File: src/rtl/hex_scan_pkg.sv
// Shared constants for the multiplexed hex display driver: segment table,
// blank pattern and parameter legality limits.
package hex_scan_pkg;

  localparam int unsigned DIGITS_MIN   = 1;
  localparam int unsigned DIGITS_MAX   = 8;
  localparam int unsigned SCAN_DIV_MIN = 1;

  localparam logic [6:0] SEG_BLANK = 7'h7F;

  // Active-low segments, bit0 = a ... bit6 = g, indexed by nibble value.
  localparam logic [6:0] SEG_TABLE [16] = '{
    7'h40, 7'h79, 7'h24, 7'h30, 7'h19, 7'h12, 7'h02, 7'h78,
    7'h00, 7'h10, 7'h08, 7'h03, 7'h46, 7'h21, 7'h06, 7'h0E
  };

endpackage

File: src/rtl/hex7seg.sv
// Combinational hex nibble to active-low seven-segment decoder.
module hex7seg
  import hex_scan_pkg::*;
(
  input  logic [3:0] nib,
  output logic [6:0] seg_n
);

  always_comb begin
    seg_n = SEG_TABLE[nib];
  end

endmodule

File: src/rtl/hex_scan_driver.sv
// Multiplexed hex display scanner with frame-synchronous value update
// (load/ready handshake into a pending register, committed at frame boundaries).
module hex_scan_driver
  import hex_scan_pkg::*;
#(
  parameter int unsigned DIGITS   = 4,
  parameter int unsigned SCAN_DIV = 50000
) (
  input  logic                  clock,
  input  logic                  resetn,
  input  logic                  load,
  input  logic [4*DIGITS-1:0]   value,
  input  logic                  blank_lz,
  output logic                  ready,
  output logic [6:0]            seg_n,
  output logic [DIGITS-1:0]     dig_n,
  output logic                  frame
);

  localparam int unsigned PW = (SCAN_DIV > 1) ? $clog2(SCAN_DIV) : 1;
  localparam int unsigned IW = (DIGITS > 1) ? $clog2(DIGITS) : 1;
  localparam logic [PW-1:0] PRE_LAST = PW'(SCAN_DIV - 1);
  localparam logic [IW-1:0] IDX_LAST = IW'(DIGITS - 1);

  logic [PW-1:0]       presc;
  logic [IW-1:0]       idx;
  logic [4*DIGITS-1:0] shadow;
  logic [4*DIGITS-1:0] pending;
  logic                pending_valid;
  logic                tick;
  logic                boundary;
  logic [3:0]          nib;
  logic                blank;
  logic                above_zero;
  logic [6:0]          seg_dec;

  always_comb begin
    tick     = (presc == PRE_LAST);
    boundary = tick && (idx == IDX_LAST);
  end

  // Walk digits from the most significant down so above_zero tracks whether
  // every nibble from the top down to the current one is zero.
  always_comb begin
    above_zero = 1'b1;
    blank      = 1'b0;
    nib        = '0;
    for (int unsigned j = 0; j < DIGITS; j++) begin
      above_zero = above_zero && (shadow[4*(DIGITS-1-j) +: 4] == 4'h0);
      if (idx == IW'(DIGITS - 1 - j)) begin
        nib   = shadow[4*(DIGITS-1-j) +: 4];
        blank = blank_lz && (j != DIGITS - 1) && above_zero;
      end
    end
  end

  hex7seg u_dec (
    .nib   (nib),
    .seg_n (seg_dec)
  );

  always_ff @(posedge clock or negedge resetn) begin
    if (!resetn) begin
      presc         <= '0;
      idx           <= '0;
      shadow        <= '0;
      pending       <= '0;
      pending_valid <= 1'b0;
      ready         <= 1'b1;
      frame         <= 1'b0;
      seg_n         <= SEG_BLANK;
      dig_n         <= '1;
    end else begin
      presc <= tick ? '0 : presc + 1'b1;
      if (tick) begin
        idx <= (idx == IDX_LAST) ? '0 : idx + 1'b1;
      end
      frame <= boundary;
      // A commit and an accept never coincide: accept needs ready, which
      // is only high while nothing is pending.
      if (boundary && pending_valid) begin
        shadow        <= pending;
        pending_valid <= 1'b0;
        ready         <= 1'b1;
      end else if (load && ready) begin
        pending       <= value;
        pending_valid <= 1'b1;
        ready         <= 1'b0;
      end
      dig_n <= ~(DIGITS'(1) << idx);
      seg_n <= blank ? SEG_BLANK : seg_dec;
    end
  end

endmodule

File: config.mk
export PLATFORM = sky130hd
export DESIGN_NAME = hex_scan_driver
export DESIGN_NICKNAME = d
export VERILOG_FILES = /design/src/rtl/hex_scan_pkg.sv /design/src/rtl/hex7seg.sv /design/src/rtl/hex_scan_driver.sv
export SDC_FILE = /design/constraint.sdc
export NUM_CORES = 1
export LEC_CHECK = 0
export CORE_MARGIN = 4
export CORE_UTILIZATION = 24
export CTS_BUF_LIST = sky130_fd_sc_hd__clkbuf_16
export CTS_CLUSTER_SIZE = 28
export DETAILED_ROUTE_END_ITERATION = 8
export GPL_TIMING_DRIVEN = 1
export PLACE_DENSITY = 0.46
export SYNTH_ARGS = -nofsm -noshare
export SYNTH_HDL_FRONTEND = slang
export SYNTH_HIERARCHICAL = 1
export SYNTH_SLANG_ARGS = --single-unit
File: constraint.sdc
create_clock -name clock -period 4.9 [get_ports clock]
set_clock_uncertainty 0.15 [all_clocks]
set_input_delay 0.98 -clock clock [delete_from_list [all_inputs] [get_ports clock]]
set_output_delay 0.98 -clock clock [all_outputs]
set_load 0.01 [all_outputs]
Word-level counts from Yosys, hierarchy flattened

Memories as Yosys holds them, arrays and structs flattened.
Cells that the tools add are included.

Memories kept: 1
Output and inout port bits: 13
ROM bits: 112
Bits of input ports: 20
Word-level logic and storage cells: 52
Register bits: 64

Memory list:

| name            | depth | bits a word | read ports | clocked after memory_dff | wr ports | line          | RTL |
|---|---|---|---|---|---|---|---|
| (no name shown) | 16    | 7           | 1          | 0                        | 0        | hex7seg.sv:10 | `seg_n = SEG_TABLE[nib];` |

Shifts and indexed selects: 1
$add $sub $neg: 2
Reduce and logical (&&, ||, !) cells: 14
Equal/unequal tests: 4
$lt $le $gt $ge: 1
Multiplexer cells: 17
Bitwise gates (word level): 3

Operator list:

| cell                    | count |
|---|---|
| $mux W7                 | 3 |
| $add A16 B1 Y16 const B | 1 |
| $eq A16 B16 Y1 const B  | 1 |
| $mux W16                | 1 |
| $mux W4                 | 4 |
| $logic_not A4 Y1        | 3 |
| $logic_and A1 B1 Y1     | 8 |
| $mux W1                 | 8 |
| $ge A5 B5 Y1 const B    | 1 |
| $not A4 Y5              | 1 |
| $eq A2 B2 Y1 const B    | 2 |
| $not A4 Y4              | 1 |
| $shl A1 B2 Y4 const A   | 1 |
| $add A2 B1 Y2 const B   | 1 |
| $eq A2 B1 Y1 const B    | 1 |
| $logic_not A2 Y1        | 1 |
| $mux W2                 | 1 |
| $reduce_and A2 Y1       | 1 |
| $reduce_bool A2 Y1      | 1 |
| $not A1 Y1              | 1 |

Logic depth before layout (Yosys ltp)

Depth after elaboration: 10
Mapped depth: 13
Gate-level depth less buffers: 12

Cells and area by module

Netlist, hierarchy kept.

By module, submodules not included:

| module          | cells each | instances | area an instance (sq um) |
|---|---|---|---|
| hex_scan_driver | 219        | 1         | 2864.0 |
| hex7seg         | 35         | 1         | 271.5 |

Least setup slack after synthesis

Ideal clock, no wire load.

Path type: register to register
From: register idx[0]
To: register seg_n[0]
Path buffers: 1
Cell stages (with the launch flop): 14
Setup slack: 2.112 ns
Arrival: 2.554 ns
Cell sequence: dfrtp_1 -> inv_1 -> ha_1 -> clkbuf_1 -> nand3b_1 -> a21oi_1 -> a21oi_1 -> o21ai_0 -> inv_1 -> ha_1 -> or2b_1 -> o211ai_1 -> o21ai_1 -> or2_2

Word-level cells in the longest chain between the ends: 10
Elaborated cells between the ends (all ways): 17
Those cells by class: eq/ne (3); mux (11); bitwise (1); reduce/logical (1); memory (1)

RTL lines:

| item                                          | line                  | RTL |
|---|---|---|
| start, declared                               | hex_scan_driver.sv:26 | `logic [IW-1:0] idx;` |
| start signal, assigned                        | hex_scan_driver.sv:76 | `idx <= (idx == IDX_LAST) ? '0 : idx + 1'b1;` |
| $eq A2 B2 Y1                                  | hex_scan_driver.sv:50 | `if (idx == IW'(DIGITS - 1 - j)) begin` |
| $mux W4 (3 in series)                         | hex_scan_driver.sv:50 |  |
| $mux W4 *                                     | hex_scan_driver.sv:50 |  |
| via nib[1]                                    | hex_scan_driver.sv:32 | `logic [3:0] nib;` |
| $not A4 Y5 (implied by the code) *            | hex7seg.sv:10         |  |
| $mem_v2 Z16 W7 *                              | --                    |  |
| $mux W7 (implied by the code) * (2 in series) | hex7seg.sv:10         |  |
| via seg_dec[0]                                | hex_scan_driver.sv:35 | `logic [6:0] seg_dec;` |
| $mux W7 *                                     | hex_scan_driver.sv:91 | `seg_n <= blank ? SEG_BLANK : seg_dec;` |
| end signal, assigned                          | hex_scan_driver.sv:91 |  |
| end, declared                                 | hex_scan_driver.sv:15 | `output logic [6:0] seg_n,` |

Mark *: on every way through the listed nets, which the timed path passes. The rest lies on a longest branch. The select of a mux whose other input is x is not followed.
A chain may end at the register's enable or synchronous reset.

Worst setup path after layout

From: register idx[0]
To: register seg_n[3]

The elaborated chain is that of the path after synthesis.

==> impl_table.tex <==
\begin{tabular}{lr}
\hline
Metric & Value \\
\hline
\multicolumn{2}{l}{\textbf{Outcome}} \\
Status & completed \\
\multicolumn{2}{l}{\textbf{Timing}} \\
Min Clock Period, post-route & 3.049 ns \\
Slew at the pin closest to its max-slew limit & around 0.94 ns \\
Setup repair after global routing missed its margin & false \\
Timing-limited maximum frequency & between 0.3 and 0.4 GHz \\
Final-report max-slew violation count & 0 \\
Setup ws final & $\sim$1.9 ns \\
Sum Neg Setup Slack & 0 ns \\
Setup violators final & 0 \\
Max transition margin & 37.62\% \\
Part of the cycle the worst path needs & 62.23\% \\
Hold Violations, Final & 0 \\
\multicolumn{2}{l}{\textbf{Logic synthesis}} \\
Unique masters post-synth & between 50 and 60 \\
FFs w/ async S/R, synth & 100.0\% \\
Portion of synthesized cell area occupied by the leading cell type & between 40 and 50\% \\
Number of standard cells after synthesis & 254 \\
Main flop type after synthesis & dfrtp\_1 \\
Register area share after synthesis & between 50\% and 60\% \\
Synthesized Nets & $\sim$290 \\
Most used standard cell by instance count after synthesis & dfrtp\_1 \\
Number of synthesized register bits & 64 \\
Top area cells in the synthesized netlist & dfrtp\_1, dfstp\_2, mux2\_4 \\
Mean instance size in the synthesized netlist & approximately 12 sq um \\
Post-synth EDFFs & 0 \\
Post-Syn Area & between 3000 and 4000 sq um \\
Number of warnings issued by yosys & 6 \\
Top cells by instance count after synthesis & dfrtp\_1, mux2\_4, nand2\_1 \\
Cell taking the most area after synthesis & dfrtp\_1 \\
\multicolumn{2}{l}{\textbf{Floorplan}} \\
Die outline area & about 15000 sq um \\
Width of the chip & 122.3 microns \\
Standard-cell row count & 41 \\
Core region area & roughly 13000 sq um \\
Number of placed I/O pins & 33 \\
Initial standard-cell utilization of the core & between 20\% and 30\% \\
Floorplan die height & roughly 120 microns \\
\multicolumn{2}{l}{\textbf{Finish}} \\
Sequential Area & about 1600 sq um \\
Share of cells above drive strength 1 & between 20 and 30\% \\
Growth of design area from synthesis to finish & 24.62\% \\
Area of the multi-input gates & 1381 sq um \\
Number of filler instances in the final layout & between 1000 and 1500 \\
Antenna diode count & 0 \\
Net total in the final layout & between 300 and 400 \\
Fin area & 3908 sq um \\
Post-route core utilization & a little under a third \\
\multicolumn{2}{l}{\textbf{GRT}} \\
Pin count of the biggest net entering global routing & 42 \\
Global-route wire length before repair & 10170 microns \\
Global Route Usage Sum & around 8.6\% \\
Initial antenna violation count & 0 \\
Total global routing overflow & 0 \\
Via count of the first global-routing pass & 2070 \\
\multicolumn{2}{l}{\textbf{Run}} \\
Reported max-cap violation count & 0 \\
\multicolumn{2}{l}{\textbf{Clock network}} \\
Post-CTS resize count & 0 \\
Setup fix buffers added after clock tree synthesis & 0 \\
Register clock-pin slew on the reported worst setup and hold paths & approximately 0.050 ns \\
CTS Buf Count & 9 \\
Clock latency of the later-clocked register in the worst-skew pair & approximately 0.32 ns \\
Count of H-tree levels built during CTS & 3 \\
Clock tree from TritonCTS & done \\
Clock Root Buffer & clkbuf\_16 \\
Hold\_buf cts & 0 \\
Maximum buffer depth of the clock tree & 2 \\
Number of clock sinks & 64 \\
\multicolumn{2}{l}{\textbf{Worst setup path}} \\
CP peak stage delay & 0.55 ns \\
Critical Path AT & 3.15 ns \\
Kind of start point of the critical path & flop \\
Required arrival time at the worst endpoint & 5.00 ns \\
Slowest cell on crit path & o21ai\_0 \\
Cell chain of the critical path & inv\_1 -> ha\_1 -> nand3b\_1 -> a21oi\_1 -> a21oi\_1 -> o21ai\_0 -> inv\_1 -> ha\_1 -> nand2\_1 -> a21oi\_1 -> a31oi\_1 -> or2\_2 \\
Worst-path fanout max & 10 \\
Most frequent cell on the critical path & a21oi\_1 \\
Start-to-end type of the worst setup path & reg2reg \\
Endpoint kind of the worst setup timing path & flop \\
\multicolumn{2}{l}{\textbf{Place}} \\
Half-perimeter wire length of the detailed placement result & between 4000 and 5000 microns \\
\# port buffers & 32 \\
Pre-CTS setup slack & between 1.5 and 2 ns \\
Gp weighted congestion & about 0.70 \\
Post-detailed-placement cell area & 3595 sq um \\
\multicolumn{2}{l}{\textbf{Route}} \\
Number of nets with antenna violations after routing & 0 \\
Iteration-0 DRC Markers & between 100 and 150 \\
Avg WL per Cell & approximately 12 microns \\
Final wirelength & around 5800 microns \\
Remaining routing DRC violations & 0 \\
Via count of the routed design & 1936 \\
Via count normalized by instance count & 4.155 \\
Drt first pass iters & 4 \\
\multicolumn{2}{l}{\textbf{Pwr}} \\
Leakage power figure & 1.707 nW \\
Total power after layout & about 0.0013 W \\
Cell area power density & 323.4 nW/um\^{}2 \\
Worst supply voltage drop on vdd & 140.9 uV \\
\multicolumn{2}{l}{\textbf{Min path}} \\
Class of the tightest hold or removal check & reg2reg \\
\hline
\end{tabular}
## through the flow
step | cells | hold WS, ns
global route | 466 | 0.3419
global placement | 450 | 0.3001
CTS | 466 | 0.3145
finish | 466 | 0.3039
floorplan | 254 | 0.2745
detailed placement | 450 | 0.3077
## layout make-up
cell class	instances	share of cell area [%]
sequential	64	41.37
inverter	11	1.121
clock inverter	7	2.241
tap	172	5.508
timing repair buffer	35	8.646
multi-input combinational	168	35.35
clock buffer	9	5.764
## sequential cells by signal, summed over array words and instances, names as in the netlist
name and flops:
pending_valid 1, shadow 16, dig_n 4, ready 1, presc 16, pending 16
frame 1, seg_n 7, idx 2
## power breakdown
part           switching (W)  internal [W]  total [W]
Clock               0.000223      0.000440   0.000663
Sequential        0.00000952      0.000546   0.000555
Combinational      0.0000158     0.0000300  0.0000458
## routing by layer
layer / part of all wire, % / global-route usage (%) / vias to the layer above
met2: 42 / 12.20 / 31
met3: 4.4 / 3.272 / 7
li1: - / - / 962
met4: 1.6 / 3.009 / 0
met5: 0 / 0 / -
met1: 52 / 12.05 / 936
## critical path: cells and delay by family, from the launching register on
family	cells	cell delay (ns)
flip-flops	1	0.38
AND/OR/NAND/NOR	3	0.54
adder cells (fa/ha/maj)	2	0.64
AO/OA/AOI/OAI	5	0.94
buffers and inverters	2	0.32
## placed cells by master (no fill, tap or decap), types with 2 or more instances in the layout
cell type,instances
nor3_1,3
o21a_1,2
and4bb_2,2
ha_1,12
bufinv_16,2
mux2i_1,2
nor4_1,3
clkbuf_16,9
o21ai_1,2
nand3b_1,5
clkinvlp_4,2
xor2_1,4
o21ai_0,9
dfstp_2,12
xnor2_1,5
mux2_4,19
inv_1,11
dfrtp_1,52
nand3_1,7
mux2_2,15
and2_1,2
clkdlybuf4s50_1,31
or2_2,7
buf_4,3
nor2_1,9
nand2_1,19
nand4_1,6
a21oi_1,12
o22ai_1,2
## worst paths after layout
kind | startpoint | endpoint | slack [ns] | cells after the start
max reg2reg | idx[0]$_DFFE_PN0N_ | seg_n[3]$_DFF_PN1_ | 1.85 | 12
max in group asynchronous | resetn | dig_n[3]$_DFF_PN1_ | 3.05 | 2
max | idx[0]$_DFFE_PN0N_ | seg_n[3]$_DFF_PN1_ | 1.85 | 12
min in group asynchronous | resetn | pending[10]$_DFFE_PN0P_ | 0.65 | 1
min reg2reg | presc[0]$_DFF_PN0_ | presc[0]$_DFF_PN0_ | 0.30 | 1
min | presc[0]$_DFF_PN0_ | presc[0]$_DFF_PN0_ | 0.30 | 1
## cells by family (layout without fill, tap and decap cells)
kind of cell	count (synthesis)	after routing	synth area share [%]
compound gates	35	35	7.063
simple gates	76	76	14.57
xor+xnor	9	9	2.514
flops	64	64	51.56
buf+inv	22	62	4.390
mux	36	36	15.12
fa+ha+maj	12	12	4.788
No activity file was read; power rests on OpenSTA's default activity.
